`config.mk`:
```
export PLATFORM = sky130hd
export DESIGN_NAME = risc_mgmt_mem_resp
export DESIGN_NICKNAME = d
export VERILOG_FILES = /design/src/rtl/risc_mgmt_mem_resp.sv
export SDC_FILE = /design/constraint.sdc
export NUM_CORES = 1
export LEC_CHECK = 0
export CORE_MARGIN = 2
export CORE_UTILIZATION = 30
export CTS_CLUSTER_DIAMETER = 40
export DETAILED_ROUTE_END_ITERATION = 12
export PLACE_DENSITY = 0.6
export SLEW_MARGIN = 15
export SYNTH_ARGS = -nofsm -noshare
export SYNTH_HDL_FRONTEND = slang
export SYNTH_SLANG_ARGS = --single-unit
```
`constraint.sdc`:
```
create_clock -name CLK -period 2.8 [get_ports CLK]
set_input_delay 0.56 -clock CLK [delete_from_list [all_inputs] [get_ports CLK]]
set_output_delay 0.56 -clock CLK [all_outputs]
set_load 0.02 [all_outputs]
```
`src/rtl/risc_mgmt_mem_resp.sv`:
```
// risc_mgmt_mem_resp: runs RISC-MGMT extension word accesses on the core's
// data-memory bus, sharing it with the pipeline's own data port. The core
// always has priority; the extension gets the bus only while the core is idle.
module risc_mgmt_mem_resp #(
  parameter int unsigned TIMEOUT_CYCLES = 255
) (
  input  logic        CLK,
  input  logic        RST,
  // extension side
  input  logic        req_mem,
  input  logic        mem_ren,
  input  logic        mem_wen,
  input  logic [31:0] mem_addr,
  input  logic [31:0] mem_store,
  output logic [31:0] mem_load,
  output logic        mem_busy,
  output logic        mem_done,
  output logic        mem_err,
  // pipeline data port
  input  logic        core_ren,
  input  logic        core_wen,
  input  logic [31:0] core_addr,
  input  logic [31:0] core_wdata,
  input  logic [3:0]  core_byte_en,
  output logic [31:0] core_rdata,
  output logic        core_busy,
  // data-memory bus
  output logic        dbus_ren,
  output logic        dbus_wen,
  output logic [31:0] dbus_addr,
  output logic [31:0] dbus_wdata,
  output logic [3:0]  dbus_byte_en,
  input  logic [31:0] dbus_rdata,
  input  logic        dbus_busy
);

  typedef enum logic [1:0] {IDLE, REQ, DONE} state_t;

  localparam logic [16:0] TMO = 17'(TIMEOUT_CYCLES);

  state_t      state_q, state_d;
  logic [31:0] addr_q, wdata_q, load_q;
  logic        ren_q, wen_q, err_q;
  logic [15:0] cnt_q;

  logic rv, bad_req, core_act, tmo_hit;

  assign rv       = req_mem & (mem_ren | mem_wen);
  assign bad_req  = (mem_addr[1:0] != 2'b00) | (mem_ren & mem_wen);
  assign core_act = core_ren | core_wen;
  // Fires on the wait cycle that would bring the count up to the limit.
  assign tmo_hit  = ({1'b0, cnt_q} + 17'd1) >= TMO;

  assign mem_load   = load_q;
  assign mem_done   = (state_q == DONE);
  assign mem_err    = err_q;
  assign core_rdata = dbus_rdata;

  // Next-state selection; error starts bypass the core-priority check.
  always_comb begin
    state_d = state_q;
    case (state_q)
      IDLE: if (rv) begin
              if (bad_req)        state_d = DONE;
              else if (!core_act) state_d = REQ;
            end
      REQ:  if (!dbus_busy || tmo_hit) state_d = DONE;
      DONE: state_d = IDLE;
      default: state_d = IDLE;
    endcase
  end

  // Bus mux: pass-through from the core except while an extension access runs.
  always_comb begin
    dbus_ren     = core_ren;
    dbus_wen     = core_wen;
    dbus_addr    = core_addr;
    dbus_wdata   = core_wdata;
    dbus_byte_en = core_byte_en;
    core_busy    = dbus_busy;
    mem_busy     = 1'b0;
    case (state_q)
      IDLE: mem_busy = rv;
      REQ: begin
        dbus_ren     = ren_q;
        dbus_wen     = wen_q;
        dbus_addr    = addr_q;
        dbus_wdata   = wdata_q;
        dbus_byte_en = 4'hF;
        core_busy    = 1'b1;
        mem_busy     = 1'b1;
      end
      default: ;
    endcase
  end

  // State, holding registers, wait counter, error flag and load capture.
  always_ff @(posedge CLK) begin
    if (RST) begin
      state_q <= IDLE;
      addr_q  <= '0;
      wdata_q <= '0;
      load_q  <= '0;
      ren_q   <= 1'b0;
      wen_q   <= 1'b0;
      err_q   <= 1'b0;
      cnt_q   <= '0;
    end else begin
      state_q <= state_d;
      case (state_q)
        IDLE: if (rv) begin
          if (bad_req) begin
            err_q  <= 1'b1;
            load_q <= '0;
          end else if (!core_act) begin
            addr_q  <= mem_addr;
            wdata_q <= mem_store;
            ren_q   <= mem_ren;
            wen_q   <= mem_wen;
            cnt_q   <= '0;
          end
        end
        REQ: begin
          if (!dbus_busy) begin
            // Writes report zero so stale read data never leaks out.
            load_q <= ren_q ? dbus_rdata : 32'h0;
          end else begin
            cnt_q <= cnt_q + 16'd1;
            if (tmo_hit) begin
              err_q  <= 1'b1;
              load_q <= '0;
              ren_q  <= 1'b0;
              wen_q  <= 1'b0;
            end
          end
        end
        DONE: begin
          cnt_q <= '0;
          err_q <= 1'b0;
        end
        default: ;
      endcase
    end
  end

endmodule
```
Word level (Yosys, flattened, before mapping)
Index checks and enable logic that the tools add are counted.
{ "classes": {"addsub": 2, "order_cmp": 1, "eq_ne": 11, "muxes": 38, "bitwise": 7, "n_reduce_logical": 12} }
{ "ops": {"columns": ["operator", "n"], "rows": [
  ["two-way mux 32 bit", 7],
  ["two-way mux 16 bit", 4],
  ["case mux 32 bit (2 select lines)", 1],
  ["case mux 16 bit (3 select lines)", 1],
  ["adder 16 x 1 -> 17 bit, second input constant", 1],
  ["greater-or-equal comparator 17 x 8 -> 1 bit, second input constant", 1],
  ["adder 16 x 1 -> 16 bit, second input constant", 1],
  ["two-way mux 1 bit", 15],
  ["!= test 2 bit, second input constant", 7],
  ["AND reduction 5 bit", 2],
  ["two-way mux 2 bit", 4],
  ["AND reduction 4 bit", 2],
  ["!= test 3 bit, second input constant", 2],
  ["case mux 1 bit (2 select lines)", 3],
  ["AND reduction 6 bit", 1],
  ["two-way mux 4 bit", 1],
  ["case mux 2 bit (2 select lines)", 1],
  ["nonzero test 2 bit", 2],
  ["bitwise OR 1 bit", 3],
  ["case mux 1 bit (3 select lines)", 1],
  ["AND reduction 3 bit", 1],
  ["nonzero test 3 bit", 1],
  ["bitwise AND 1 bit", 2],
  ["equality test 2 x 1 -> 1 bit, second input constant", 1],
  ["5 further kinds", 6]
]} }
{ "word_totals": {"register_bits": 117, "out_inout_bits": 138} }

Depth between registers and ports, before layout
Gate-level depths: netlist of the first run.
{ "depth": {"word_depth": 5, "mapped_depth": 9, "mapped_depth_nobuf": 8} }

Worst setup path before layout of the first run
No wires, ideal clock.
{ "synth_timing": {"kind": "reg-to-reg", "start": "reg cnt_q[0]", "end": "reg load_q[10], in the netlist mem_load[10]", "arrival_ns": 2.191, "required_time_ns": 2.654, "setup_slack_ns": 0.463, "stages_incl_launch_ff": 9, "n_path_buf": 1, "cell_sequence": "dfxtp_1 > ha_1 > nand3_2 > or3_1 > a211oi_2 > a211oi_2 > a311oi_4 > buf_6 > a211oi_2"} }
{ "synth_between": {"elab_chain_len": 4} }
{ "synth_rtl": {"columns": ["item", "line_no", "rtl"], "rows": [
  ["from (decl)", "44", "logic [15:0] cnt_q;"],
  ["from (signal assigned)", "128", "cnt_q <= cnt_q + 16'd1;"],
  ["adder 16 x 1 -> 17 bit", "52", "assign tmo_hit = ({1'b0, cnt_q} + 17'd1) >= TMO;"],
  ["greater-or-equal comparator 17 x 8 -> 1 bit", "52", null],
  ["!= test 3 bit (no line)", null, null],
  ["AND reduction 4 bit (no line)", null, null],
  ["to (signal assigned)", "126", "load_q <= ren_q ? dbus_rdata : 32'h0;"],
  ["to (decl)", "42", "logic [31:0] addr_q, wdata_q, load_q;"]
]} }
Every way passes these cells.
A chain may end at the register's enable or synchronous reset.

Worst setup path after layout of the first run
{ "layout_timing": {"start": "in mem_ren", "end": "out mem_busy"} }
{ "layout_between": {"elab_chain_len": 3} }
{ "layout_rtl": {"columns": ["item", "line_no", "rtl"], "rows": [
  ["from (decl)", "11", "input logic mem_ren,"],
  ["bitwise OR 1 bit", "48", "assign rv = req_mem & (mem_ren | mem_wen);"],
  ["bitwise AND 1 bit", "48", null],
  ["case mux 1 bit (2 select lines)", "82", "case (state_q)"],
  ["to (decl)", "16", "output logic mem_busy,"]
]} }
Every way passes these cells.

==> results of run 1 <==
-- power breakdown --
part	internal (uW)	switching, uW	leakage (uW)
clock	1430	827	0.000289
combinational	448	379	0.00251
sequential	1680	7.87	0.000943
total	3550	1210	0.00375
-- cell usage after synthesis, types with 2 or more instances --
master | instances | share of area
sky130_fd_sc_hd__a21oi_1 | 118 | 0.098
sky130_fd_sc_hd__nand2_1 | 366 | 0.23
sky130_fd_sc_hd__nor3b_1 | 3 | 0.0037
sky130_fd_sc_hd__dfxtp_1 | 117 | 0.39
sky130_fd_sc_hd__nor3_1 | 3 | 0.0025
sky130_fd_sc_hd__inv_1 | 4 | 0.0025
sky130_fd_sc_hd__a211oi_1 | 3 | 0.0037
sky130_fd_sc_hd__buf_2 | 6 | 0.0050
sky130_fd_sc_hd__and4_1 | 3 | 0.0043
sky130_fd_sc_hd__and3_1 | 3 | 0.0031
sky130_fd_sc_hd__nor2_1 | 26 | 0.016
sky130_fd_sc_hd__nand3_1 | 7 | 0.0058
sky130_fd_sc_hd__nand3b_1 | 3 | 0.0037
sky130_fd_sc_hd__buf_6 | 4 | 0.0075
sky130_fd_sc_hd__buf_4 | 32 | 0.040
sky130_fd_sc_hd__and2_1 | 2 | 0.0021
sky130_fd_sc_hd__or3_1 | 9 | 0.0093
sky130_fd_sc_hd__a31oi_1 | 4 | 0.0041
sky130_fd_sc_hd__nand2b_1 | 4 | 0.0041
sky130_fd_sc_hd__ha_1 | 2 | 0.0041
sky130_fd_sc_hd__xor2_1 | 3 | 0.0043
sky130_fd_sc_hd__o21ai_0 | 18 | 0.015
sky130_fd_sc_hd__a211oi_2 | 32 | 0.066
sky130_fd_sc_hd__clkbuf_1 | 50 | 0.031
sky130_fd_sc_hd__xnor2_1 | 4 | 0.0058
sky130_fd_sc_hd__nand4_1 | 4 | 0.0041
sky130_fd_sc_hd__a311oi_1 | 3 | 0.0043
-- state kept, by name, summed over array words and instances, names as in the netlist --
signal	count
cnt_q	16
wen_q	1
ren_q	1
state_q	2
mem_err	1
wdata_q	32
addr_q	32
mem_load	32
-- layer usage --
| layer | up-vias | track usage | wire length, um |
|---|---|---|---|
| met2 | 270 | 0.313 | 9640 |
| met4 | 0 | 0.0711 | 461 |
| met1 | 2911 | 0.241 | 9110 |
| li1 | 3324 | - | - |
| met5 | - | 0 | 0 |
| met3 | 24 | 0.0630 | 1700 |
-- how the worst min path moves through the flow --
| stage | startpoint | endpoint | slack (ns) |
|---|---|---|---|
| 3_5_place_dp | addr_q[16] | addr_q[16] | 0.45 |
| 6_report | wdata_q[4] | wdata_q[4] | 0.45 |
| 3_3_place_gp | addr_q[16] | addr_q[16] | 0.44 |
| 4_1_cts | addr_q[16] | addr_q[16] | 0.45 |
| 5_1_grt | addr_q[29] | addr_q[29] | 0.47 |
| 2_1_floorplan | addr_q[10] | addr_q[10] | 0.44 |
-- per-stage QoR --
stage           util  area (sq um)  hold WS (ns)  power [uW]
2_1_floorplan      -          6040         0.437        2070
3_3_place_gp   0.473          9270         0.442        2550
3_5_place_dp   0.473          9270         0.447        2540
4_1_cts        0.506          9910         0.455        4830
5_1_grt        0.509          9980         0.469        4970
6_report       0.509          9980         0.454        4770
-- cells by family after synthesis --
kind of cell / after synthesis / synth area share
XOR/XNOR: 7 / 0.0101
buffers and inverters: 97 / 0.0880
adder cells (fa/ha/maj): 3 / 0.00580
AND/OR/NAND/NOR: 442 / 0.301
AO/OA/AOI/OAI: 186 / 0.205
flip-flops: 117 / 0.388
multiplexers: 1 / 0.00186
-- tightest hold or removal path: cells and delay by family, from the launching register on --
family / cells / cell delay [ns]
compound gates: 1 / 0.05
flops: 1 / 0.31
simple gates: 1 / 0.05
-- what timing repair did --
action	in CTS	in global routing
gates resized for setup	1	15
gates cloned	1	1
setup buffers	0	1
endpoints found under the setup margin	63	42
-- layout make-up --
cell class | instances | area share
Multi-Input combinational cell | 639 | 0.320
Tap cell | 265 | 0.0332
Inverter | 4 | 0.00150
Timing Repair Buffer | 337 | 0.349
Clock inverter | 14 | 0.0174
Clock buffer | 18 | 0.0440
Sequential cell | 117 | 0.235
==> flow_summary.rst, run 1 <==
.. list-table::
   :header-rows: 1

   * - Metric
     - Value
   * - Total die area
     - between 20000 and 25000 sq um
   * - Syn Std Cell Area
     - between 6000 and 7000 sq um
   * - Syn Nets
     - roughly 1000
   * - Worst setup slack before clock tree synthesis
     - a little under 0.1 ns
   * - Worst-case setup margin in the final layout
     - around 0.07 ns
   * - Max FO, Critical Path
     - 7
   * - Reg-to-reg endpoint
     - mem_load[31]
   * - Cell repeated most along the worst path
     - sky130_fd_sc_hd__clkdlybuf4s50_1
   * - Number of sinks on the clock net
     - roughly 120
   * - Outcome
     - complete, no violations
   * - Biggest cell delay along the critical path
     - about 0.65 ns
   * - Number of synthesized register bits
     - approximately 120
   * - Area growth from synthesis to layout
     - 65.1%
   * - Worst path cell trace
     - clkdlybuf4s50_1 > o21ai_0 > a21oi_1 > clkdlybuf4s50_1
   * - Final min period
     - roughly 2.7 ns
   * - Start point of the critical path
     - mem_ren
   * - Core Footprint
     - around 20000 sq um
   * - Proportion of layout cells with a drive suffix above 1
     - 0.0983
   * - Worst vdd ir
     - roughly 450 uV
   * - DRC viols
     - 0
   * - Number of endpoints failing setup at the final stage
     - 0
   * - Most common cell after layout, fill and taps aside
     - sky130_fd_sc_hd__nand2_1
   * - Total stage count of the critical path
     - 4
   * - Final Cycle Share
     - 0.975
   * - Clock tree from TritonCTS
     - yes
   * - Number of routed nets with antenna violations
     - 0
   * - Leakage power
     - 0.00375 uW
   * - Final total negative setup slack
     - 0 ns
   * - Initial antenna violation count
     - 0
   * - Reg-to-reg setup timing slack
     - roughly 0.27 ns
   * - Type of the tightest min-delay check
     - reg -> reg
   * - Critical-path cell with the highest stage delay
     - sky130_fd_sc_hd__clkdlybuf4s50_1
   * - HPWL Detailed
     - about 15 mm
   * - H-tree Lvls
     - 4
   * - Fin nets
     - 1290
   * - Overall via count from detail_route
     - 6529
   * - Worst hold path cell count
     - 2
   * - Predominant post-synthesis flop cell
     - sky130_fd_sc_hd__dfxtp_1
   * - Later-pin clock latency in the skew report
     - 0.41 ns
   * - Number of buffer and inverter instances along the worst setup path
     - 2
   * - Ports
     - between 300 and 400
   * - IO Port Bufs
     - 309
   * - Synthesized area per cell
     - 7.08 sq um
   * - Register area
     - around 2300 sq um
   * - Total instance count after detailed placement
     - approximately 1400
   * - GRT Total Usage
     - 0.193
   * - First DRT Iteration DRCs
     - ~360
   * - Maximum buffer depth of the clock tree
     - 2
   * - Number of cells on the worst reg-to-reg path
     - 8
   * - Critical path endpoint category
     - output pin
   * - Count of inserted antenna diode cells
     - 0
   * - Pin count of the biggest net entering global routing
     - 65
   * - Die X-Extent
     - 146 um
   * - Count of TritonRoute iterations in the first routing pass
     - 5
   * - Max-slew violations
     - 0
   * - Fillcell total
     - around 1900
   * - Hold buffer count at cts
     - 0
   * - Post-synth ARST share
     - 0
   * - Highest clock frequency the design can meet
     - roughly 0.37 GHz
   * - Number of vias per cell after detailed routing
     - about 4.7
   * - Instance count of the mapped netlist
     - approximately 850
   * - Most frequent cells in the layout
     - sky130_fd_sc_hd__nand2_1 (365), sky130_fd_sc_hd__clkdlybuf4s50_1 (295), sky130_fd_sc_hd__a21oi_1 (118), sky130_fd_sc_hd__dfxtp_1 (116), sky130_fd_sc_hd__a211oi_2 (32)
   * - Vias in the first global route
     - approximately 6200
   * - Cell family contributing the most delay on the critical path
     - buffers and inverters
   * - Overflow left after global routing
     - 0
   * - Remaining max-slew budget at the tightest pin
     - 0.693
   * - EDFF count, synth
     - 0
   * - Synth warnings
     - 0
   * - Initial core utilization
     - 0.308
   * - Critical path type
     - in -> out
   * - TritonCTS Buffers
     - 17
   * - Data required time of the critical path
     - roughly 2.2 ns
   * - Sequential fraction of the synthesis area
     - 0.388
   * - Post-route clock skew
     - between 0.008 and 0.009 ns
   * - Critical path endpoint
     - mem_busy
   * - Transition at the pin with the smallest max-transition slack
     - roughly 0.46 ns
   * - Final Hold Violating Endpoints
     - 0
   * - Setup repair after global routing missed its margin
     - false
   * - Arrival time worst endpoint
     - roughly 2.2 ns
   * - Clock transition time at the flip-flop clock pins of the worst setup and hold paths
     - about 0.060 ns
   * - Distinct cell type count after synthesis
     - 47
   * - Post-detailed-routing wire length
     - ~21 mm
   * - Source of the worst register-to-register timing path
     - cnt_q[0]
   * - Final weighted congestion in routability-driven placement
     - 0.822
   * - First-pass GRT wire length
     - 33.0 mm
   * - Finished Layout Cells
     - between 1000 and 1500
   * - Height of the chip
     - 146 um
   * - Per-cell routed wire length
     - between 10 and 15 um
   * - Pwr per Cell Area
     - around 480 nW/um^2
   * - Total area of multi-input combinational cells
     - 3190 sq um
   * - Type of element launching the critical path
     - input port
   * - Cell chosen for the clock root
     - sky130_fd_sc_hd__clkbuf_16
   * - Max capacitance violation total
     - 0
   * - Standard-cell row count
     - slightly above 50
Note: power is estimated with default switching activity, not from simulation.
==> run 2, diff against run 1 <==
- CORE_UTILIZATION: 30 -> 40
- PLACE_DENSITY: 0.6 -> 0.78
==> flow_summary.rst, run 2 (synthesis results as in run 1) <==
.. list-table::
   :header-rows: 1

   * - Metric
     - Value
   * - Total power consumption of the routed design
     - 4470 uW (was 4770 uW)
   * - Core Footprint
     - 14600 sq um (was 19600 sq um)
   * - Worst vdd ir
     - 444 uV (was 447 uV)
   * - Clock tree from TritonCTS
     - yes (unchanged)
   * - Proportion of layout cells with a drive suffix above 1
     - 0.0905 (was 0.0983)
   * - Outcome
     - complete, no violations (unchanged)
   * - HPWL Detailed
     - 14.6 mm (was 14.7 mm)
   * - Cell chosen for the clock root
     - sky130_fd_sc_hd__clkbuf_16 (unchanged)
   * - First-pass GRT wire length
     - 30.3 mm (was 33.0 mm)
   * - Worst-case setup margin in the final layout
     - 0.142 ns (was 0.0714 ns)
   * - Maximum buffer depth of the clock tree
     - 2 (unchanged)
   * - Hold buffer count at cts
     - 0 (unchanged)
   * - Overall via count from detail_route
     - 6531 (was 6529)
   * - Number of vias per cell after detailed routing
     - 4.98 (was 4.68)
   * - Critical path endpoint category
     - output pin (unchanged)
   * - Total die area
     - 16100 sq um (was 21300 sq um)
   * - Post-detailed-routing wire length
     - 19.7 mm (was 20.9 mm)
   * - Standard-cell row count
     - 44 (was 51)
   * - Final min period
     - 2.66 ns (was 2.73 ns)
   * - Max FO, Critical Path
     - 56 (was 7)
   * - Die X-Extent
     - 127 um (was 146 um)
   * - Ports
     - 310 (unchanged)
   * - Most frequent cells in the layout
     - sky130_fd_sc_hd__nand2_1 (365), sky130_fd_sc_hd__clkdlybuf4s50_1 (306), sky130_fd_sc_hd__a21oi_1 (118), sky130_fd_sc_hd__dfxtp_1 (116), sky130_fd_sc_hd__a211oi_2 (32) (was sky130_fd_sc_hd__nand2_1 (365), sky130_fd_sc_hd__clkdlybuf4s50_1 (295), sky130_fd_sc_hd__a21oi_1 (118), sky130_fd_sc_hd__dfxtp_1 (116), sky130_fd_sc_hd__a211oi_2 (32))
   * - Number of cells on the worst reg-to-reg path
     - 9 (was 8)
   * - H-tree Lvls
     - 4 (unchanged)
   * - Critical path type
     - reg -> out (was in -> out)
   * - Later-pin clock latency in the skew report
     - 0.41 ns (about the same)
   * - Final Cycle Share
     - 0.949 (was 0.975)
   * - Highest clock frequency the design can meet
     - 0.376 GHz (was 0.366 GHz)
   * - Transition at the pin with the smallest max-transition slack
     - 1.01 ns (was 0.461 ns)
   * - Finished Layout Cells
     - 1311 (was 1394)
   * - Data required time of the critical path
     - 2.24 ns (about the same)
   * - Pin count of the biggest net entering global routing
     - 62 (was 65)
   * - Count of inserted antenna diode cells
     - 0 (unchanged)
   * - Final Hold Violating Endpoints
     - 0 (unchanged)
   * - Final weighted congestion in routability-driven placement
     - 0.845 (was 0.822)
   * - Number of endpoints failing setup at the final stage
     - 0 (unchanged)
   * - DRC viols
     - 0 (unchanged)
   * - Pwr per Cell Area
     - 460 nW/um^2 (was 478 nW/um^2)
   * - Clock transition time at the flip-flop clock pins of the worst setup and hold paths
     - 0.05 ns (was 0.06 ns)
   * - Fin nets
     - 1290 (unchanged)
   * - Overflow left after global routing
     - 0 (unchanged)
   * - Worst hold path cell count
     - 2 (unchanged)
   * - Area growth from synthesis to layout
     - 60.7% (was 65.1%)
   * - Initial core utilization
     - 0.413 (was 0.308)
   * - Vias in the first global route
     - 5951 (was 6157)
   * - Type of the tightest min-delay check
     - reg -> reg (unchanged)
   * - Number of sinks on the clock net
     - 117 (unchanged)
   * - Leakage power
     - 0.00359 uW (was 0.00375 uW)
   * - Total instance count after detailed placement
     - 1281 (was 1359)
   * - Setup repair after global routing missed its margin
     - false (unchanged)
   * - Post-route clock skew
     - 0.00820 ns (was 0.00816 ns)
   * - Most common cell after layout, fill and taps aside
     - sky130_fd_sc_hd__nand2_1 (unchanged)
   * - IO Port Bufs
     - 309 (unchanged)
   * - GRT Total Usage
     - 0.236 (was 0.193)
   * - Type of element launching the critical path
     - flip-flop (was input port)
   * - Fillcell total
     - 1262 (was 1910)
   * - Remaining max-slew budget at the tightest pin
     - 0.323 (was 0.693)
   * - TritonCTS Buffers
     - 17 (unchanged)
   * - Height of the chip
     - 127 um (was 146 um)
   * - Worst setup slack before clock tree synthesis
     - -0.0414 ns (was 0.0981 ns)
   * - Per-cell routed wire length
     - 15.0 um (about the same)
   * - Initial antenna violation count
     - 0 (unchanged)
   * - Number of routed nets with antenna violations
     - 0 (unchanged)
   * - Count of TritonRoute iterations in the first routing pass
     - 5 (unchanged)
   * - Max capacitance violation total
     - 0 (unchanged)
   * - Arrival time worst endpoint
     - 2.10 ns (was 2.17 ns)
   * - First DRT Iteration DRCs
     - 494 (was 356)
   * - Max-slew violations
     - 0 (unchanged)
   * - Post-CTS setup buffer count
     - 0 (unchanged)
## run 2: path summary, 6_finish.rpt
kind,from,endpoint,slack [ns]
worst max-delay path,state_q[1],dbus_wdata[1],0.14
worst min register to register,wdata_q[17],wdata_q[17],0.45
worst min-delay path,wdata_q[17],wdata_q[17],0.45
worst max register to register,cnt_q[0],mem_load[17],0.32
## run 2: report_power, final
group | switching [uW] | internal (uW) | total (uW)
sequential | 8.73 | 1680 | 1690
combinational | 374 | 445 | 819
clock | 708 | 1250 | 1960
total | 1090 | 3380 | 4470
## run 2: layer usage
layer	GRT usage	vias up	wire, um
met2	0.414	247	9910
met3	0.0582	23	1360
met1	0.280	2940	8110
met5	0	-	0
met4	0.0847	0	312
li1	-	3321	-
## run 2: area by class of cell
class / count / area, sq um / area share
Inverter: 4 / 15.0 / 0.00155
Multi-Input combinational cell: 639 / 3190 / 0.328
Clock buffer: 26 / 479 / 0.0494
Tap cell: 184 / 230 / 0.0237
Timing Repair Buffer: 337 / 3410 / 0.351
Clock inverter: 4 / 48.8 / 0.00503
Sequential cell: 117 / 2340 / 0.241
## run 2: through the flow
stage | cell area [sq um] | TNS (ns) | util | hold WS, ns
floorplan | 6040 | 0 | - | 0.437
global placement | 9170 | 0 | 0.626 | 0.441
detailed placement | 9170 | -0.0504 | 0.626 | 0.447
CTS | 9700 | 0 | 0.663 | 0.454
global route | 9710 | 0 | 0.663 | 0.468
finish | 9710 | 0 | 0.663 | 0.453
## run 2: critical path, cell delays in order, from the launching register on
cell	delay, ns
sky130_fd_sc_hd__dfxtp_2	0.41
sky130_fd_sc_hd__inv_1	0.12
sky130_fd_sc_hd__nand2_2	0.11
sky130_fd_sc_hd__buf_12	0.22
sky130_fd_sc_hd__nand2_1	0.08
sky130_fd_sc_hd__nand2_1	0.07
sky130_fd_sc_hd__clkdlybuf4s50_1	0.63
## run 2: what timing repair did
action | 4_1_cts | 5_1_grt
endpoints found under the hold margin | 0 | 0
pin swaps | 0 | 0
setup endpoints to repair | 7 | 2
gates cloned | 0 | 0
gates resized for setup | 1 | 2
